===== config.mk =====
export PLATFORM = sky130hd
export DESIGN_NAME = fft_half_merge_serializer
export DESIGN_NICKNAME = d
export VERILOG_FILES = /design/src/rtl/fft_half_merge_serializer.sv
export SDC_FILE = /design/constraint.sdc
export NUM_CORES = 1
export LEC_CHECK = 0
export CORE_UTILIZATION = 47
export CTS_BUF_LIST = sky130_fd_sc_hd__clkbuf_4 sky130_fd_sc_hd__clkbuf_8 sky130_fd_sc_hd__clkbuf_16
export CTS_CLUSTER_SIZE = 28
export DETAILED_ROUTE_END_ITERATION = 16
export PLACE_DENSITY = 0.83
export SLEW_MARGIN = 20
export SYNTH_ARGS = -nofsm -noshare
export SYNTH_HDL_FRONTEND = slang
export SYNTH_SLANG_ARGS = --single-unit

===== constraint.sdc =====
create_clock -name clk -period 4.9 [get_ports clk]
set_input_delay 0.98 -clock clk [delete_from_list [all_inputs] [get_ports clk]]
set_output_delay 0.98 -clock clk [all_outputs]
set_load 0.01 [all_outputs]

===== src/rtl/fft_half_merge_serializer.sv =====
// Buffers one frame of lo/hi butterfly pairs and replays it as a natural-order bin stream.
// Fill and drain alternate; input and output are never active in the same cycle.
module fft_half_merge_serializer #(
    parameter int SIZE_BUFFER   = 1,
    parameter int SIZE_OUT_DATA = 16
) (
    input  logic                     clk,
    input  logic                     reset,
    input  logic                     in_valid,
    output logic                     in_ready,
    input  logic [SIZE_OUT_DATA-1:0] in_lo_i,
    input  logic [SIZE_OUT_DATA-1:0] in_lo_q,
    input  logic [SIZE_OUT_DATA-1:0] in_hi_i,
    input  logic [SIZE_OUT_DATA-1:0] in_hi_q,
    output logic                     out_valid,
    input  logic                     out_ready,
    output logic [SIZE_OUT_DATA-1:0] out_i,
    output logic [SIZE_OUT_DATA-1:0] out_q,
    output logic [SIZE_BUFFER-1:0]   out_index,
    output logic                     out_last,
    output logic                     frame_done
);

    localparam int NFFT = 1 << SIZE_BUFFER;
    localparam logic [SIZE_BUFFER-1:0] WR_LAST = SIZE_BUFFER'(NFFT / 2 - 1);
    localparam logic [SIZE_BUFFER-1:0] HI_BASE = SIZE_BUFFER'(NFFT / 2);
    localparam logic [SIZE_BUFFER-1:0] RD_LAST = SIZE_BUFFER'(NFFT - 1);

    localparam logic [0:0] ST_FILL  = 1'b0;
    localparam logic [0:0] ST_DRAIN = 1'b1;

    logic [0:0]                   state;
    logic [SIZE_BUFFER-1:0]       wr;
    logic [SIZE_BUFFER-1:0]       rd;
    logic [2*SIZE_OUT_DATA-1:0]   mem [NFFT];
    logic [2*SIZE_OUT_DATA-1:0]   rd_word;
    logic                         accept;
    logic                         xfer;

    assign in_ready  = (state == ST_FILL);
    assign out_valid = (state == ST_DRAIN);
    assign accept    = in_valid & in_ready;
    assign xfer      = out_valid & out_ready;

    always_ff @(posedge clk) begin
        if (reset) begin
            state      <= ST_FILL;
            wr         <= '0;
            rd         <= '0;
            frame_done <= 1'b0;
        end else begin
            frame_done <= 1'b0;
            if (accept) begin
                if (wr == WR_LAST) begin
                    wr    <= '0;
                    state <= ST_DRAIN;
                end else begin
                    wr <= wr + SIZE_BUFFER'(1);
                end
            end
            if (xfer) begin
                if (rd == RD_LAST) begin
                    rd         <= '0;
                    state      <= ST_FILL;
                    frame_done <= 1'b1;
                end else begin
                    rd <= rd + SIZE_BUFFER'(1);
                end
            end
        end
    end

    // Storage is deliberately not reset; every entry is rewritten before it is read.
    // wr stays below NFFT/2, so OR-ing in the half offset equals wr + NFFT/2.
    always_ff @(posedge clk) begin
        if (accept) begin
            mem[wr]           <= {in_lo_i, in_lo_q};
            mem[wr | HI_BASE] <= {in_hi_i, in_hi_q};
        end
    end

    assign rd_word   = mem[rd];
    assign out_i     = rd_word[2*SIZE_OUT_DATA-1:SIZE_OUT_DATA];
    assign out_q     = rd_word[SIZE_OUT_DATA-1:0];
    assign out_index = rd;
    assign out_last  = (state == ST_DRAIN) && (rd == RD_LAST);

endmodule


-- Yosys cells after proc, flatten, opt, wreduce, memory -nomap -nowiden
Memories as Yosys holds them, arrays and structs flattened. A register that Yosys moved wholly into a read port is not among the register bits.
Index checks and enable logic that the tools add are counted.
- $add $sub $neg: 2
- mux-type cells: 11
- bitwise gates (word level): 4
- reductions and logical operators: 2
- operator list (operator ; number):
    1-bit 2-to-1 mux ; 11
    1-bit adder, second input constant ; 2
    1-bit AND ; 2
    1-bit NOT ; 2
    2-bit OR reduction ; 1
    1-bit logical AND ; 1
- register bits: 4
- RAM bits: 64
- input bits: 68
- output and inout bits: 37
- word-level logic and storage cells: 24
- memories: 1
- memories (memory ; words ; width ; rd ports ; clocked after Yosys merged registers in ; write ports ; RTL line ; text):
    mem ; 2 ; 32 ; 1 ; 1 ; 2 ; 35 ; logic [2*SIZE_OUT_DATA-1:0] mem [NFFT];

-- Depth between registers and ports, before layout
- depth in word-level cells: 5
- gate-level depth with buffers: 4
- depth with buffers taken out: 2

-- Worst setup path before layout
Ideal clock, no wire load.
- kind: in2reg
- start: in in_valid
- end: mem mem[0][0] (netlist bit), enable pin
- arrival: 2.550 ns
- slack: 1.932 ns
- cell stages on the path: 4
- cells stage by stage: nand2b_4 buf_6 buf_12 inv_1
- RTL lines (item ; RTL line ; text):
    start, declared ; 9 ; input logic in_valid,
    end, declared ; 35 ;

==> out/qor.txt <==
OUTCOME
---------------------------------------------------------------------------
Status ....................................................... finished, final reports clean

WORST SETUP PATH
---------------------------------------------------------------------------
Crit end category ............................................     register
Signal arrival time at the worst endpoint ....................      2.99 ns
Critical Path, Cell by Cell .................................. clkdlybuf4s50_1 > nand2b_4 > inv_2 > buf_4
Element type at the critical path start ...................... primary input
Biggest cell delay along the critical path ...................      0.63 ns
Worst Setup Path Type ........................................    in -> reg
CP Data Required Time ........................................      4.88 ns
Crit Path Max Fanout .........................................           33
Slowest stage cell, crit path ................................ sky130_fd_sc_hd__inv_2

CLOCK TREE
---------------------------------------------------------------------------
Hold bufs inserted after CTS .................................            0
Largest buffer count on any clock path .......................            2
Clock tree root buffer cell .................................. sky130_fd_sc_hd__clkbuf_8
Clock sink total .............................................           68
Later-pin clock latency in the skew report ...................      0.33 ns
# H-tree levels ..............................................            3
PostCTS Resize Cnt ...........................................            0
Number of buffers inserted by post-CTS setup repair ..........            0
CTS tree .....................................................        built
Clock transition at path regs ................................      0.06 ns
Clock buffers created by TritonCTS ...........................            9

CELLS AND AREA
---------------------------------------------------------------------------
Total number of nets in the final design .....................          330
Post-route cell area .........................................    4255 um^2
Most frequent cells in the layout ............................ sky130_fd_sc_hd__clkdlybuf4s50_1 (104), sky130_fd_sc_hd__edfxtp_1 (64), sky130_fd_sc_hd__mux2_2 (35)
Antenna fix cells ............................................            0
Ratio of cells with drive above 1 in the final layout ........       32.58%
Synthesis-to-layout area growth ..............................       41.00%
Most common cell after layout, fill and taps aside ........... sky130_fd_sc_hd__clkdlybuf4s50_1

DIE
---------------------------------------------------------------------------
# IOs ........................................................          105
Floorplan die area ...........................................    6745 um^2
Total core area ..............................................    6061 um^2
Starting utilization of the core area ........................       49.79%
Number of rows created at floorplan ..........................           28
Die height ...................................................     82.13 um
Die W ........................................................     82.13 um

HOLD PATH
---------------------------------------------------------------------------
Tightest Hold Check Type .....................................   reg -> reg

PWR
---------------------------------------------------------------------------
Power per unit of standard cell area ......................... 311.6 nW/um^2
Standby leakage power ........................................     1.591 nW
Fraction of power consumed by the clock network ..............        30.2%
Combinational fraction of design power .......................        17.8%
Net switching component of the power .........................  0.0002740 W
Peak supply drop .............................................     150.0 uV
Cell internal pwr ............................................   0.001052 W
Fraction of power spent switching nets .......................       20.67%
Share of power burned in registers ...........................        52.0%

TIMING
---------------------------------------------------------------------------
Max Clock Freq ...............................................    332.8 MHz
Final period util ............................................       61.32%
Setup repair after global routing missed its margin ..........           no
Worst-case clock skew ........................................  0.006219 ns
Minimum hold slack ...........................................    0.5299 ns
Worst slew pin tran ..........................................    0.6450 ns
Worst-case setup margin in the final layout ..................     1.895 ns
Count of final hold-check violations .........................            0
Setup total negative slack ...................................         0 ns
Worst rel slew slack .........................................       57.00%
Setup violators final ........................................            0
Final min period .............................................     3.005 ns
Max-slew violation count .....................................            0

DRT
---------------------------------------------------------------------------
Final routed wire length divided by cell count ...............     15.89 um
Total via count after detailed routing .......................        1,729
Aggregate routed wire length .................................      5435 um
Detailed Routing Iterations Pass 1 ...........................            4
DRT iter0 DRCs ...............................................           66
Post-detailed-route via-to-cell ratio ........................        5.056
Remaining design rule violation count ........................            0
Antenna-violating nets left ..................................            0

SYNTH
---------------------------------------------------------------------------
Unique cell type count in the Yosys netlist ..................           16
Number of nets in the synthesized netlist ....................          220
Synthesized area per cell ....................................   19.85 um^2
Post-Syn Instances ...........................................          152
Proportion of synthesized chip area in sequential cells ......       66.33%
Count of yosys warnings during synthesis .....................            0
Post-synthesis sequential element count ......................           68
Mapped cell area .............................................    3018 um^2

GLOBAL ROUTING
---------------------------------------------------------------------------
Wire length of the first global-routing pass .................      8376 um
Antenna violations before repair .............................            0
Total global routing overflow ................................            0
Gr usage total ...............................................       17.69%
Via count of the first global-routing pass ...................        1,806
Maximum number of pins on one net before global-route repair .           34

PLACED DESIGN
---------------------------------------------------------------------------
Post-detailed-placement cell area ............................    4078 um^2
HPWL after DPL ...............................................      3876 um
Worst slack after detailed placement .........................     1.527 ns
Final estimated routing congestion in global placement .......       0.7230
Number of buffers added on ports .............................          104

JOB
---------------------------------------------------------------------------
MaxCap Viol Count ............................................            0

==> routing by layer <==
metal	wire length [um]	part of all wire [%]	GRT usage, %	up-vias
li1	-	-	-	805
met5	0	0	0	-
met2	2832	52	30.41	84
met3	375	6.9	3.956	12
met4	124	2.3	10.35	0
met1	2103	39	20.18	828
==> final timing paths <==
check | slack [ns] | to | cells after the start | start
worst max-delay path | 1.90 | mem[0][23] | 4 | in_valid
worst min-delay path | 0.53 | out_valid | 1 | out_index
worst max register to register | 2.61 | mem[0][23] | 3 | out_valid
worst min register to register | 0.53 | out_valid | 1 | out_index
==> synth_stat cells, drive strengths merged <==
library cell  count  area share (%)
nand2b            1            0.46
and3b             1            0.29
dfxtp             4             2.7
mux2             66              28
and2              2            0.50
a211oi            1            0.25
nor2              2            0.25
edfxtp           64              64
clkbuf            1            0.12
nor2b             1            0.21
inv               2            0.25
buf               7             3.1
==> state kept, by name, summed over array words and instances, names as in the netlist, named ones only <==
signal,flops
out_index,1
out_valid,1
mem,64
frame_done,1
==> cell families (layout without fill, tap and decap cells) <==
family	count (synthesis)	count (layout)	share of synthesized area (%)
AOI/OAI and AO/OA	1	1	0.2488
buffers and inverters	10	125	3.483
DFF	68	68	66.33
muxes	66	66	28.23
and+or+nand+nor	7	7	1.700
==> metrics by stage <==
| stage | std cells | total power (W) | utilization (%) |
|---|---|---|---|
| floorplan | 152 | 0.0008208 | - |
| global placement | 326 | 0.0009336 | 67.28 |
| detailed placement | 326 | 0.0009398 | 67.28 |
| CTS | 342 | 0.001342 | 70.21 |
| global route | 342 | 0.001380 | 70.21 |
| finish | 342 | 0.001326 | 70.21 |
==> power by group through the flow <==
| stage | logic, W | registers (W) | clock network, W |
|---|---|---|---|
| after floorplan | 0.000120 | 0.000701 | 0 |
| after global placement | 0.000234 | 0.000700 | 0 |
| after detailed placement | 0.000237 | 0.000703 | 0 |
| after CTS | 0.000239 | 0.000691 | 0.000413 |
| after global routing | 0.000250 | 0.000693 | 0.000437 |
| final | 0.000235 | 0.000690 | 0.000401 |
==> area by class of cell <==
type,count,area [um^2]
clock buffers,14,167.7
multi-input cells,74,910.9
inverters,2,7.507
clock inverters,2,10.01
flip-flops and latches,68,2002
well taps,75,93.84
repair buffers,107,1064
fillers,396,1805
==> critical path, delay by kind of cell <==
kind	cells	cell delay, ns
buf+inv	3	1.61
simple gates	1	0.36
(Power assumes the default switching activity.)
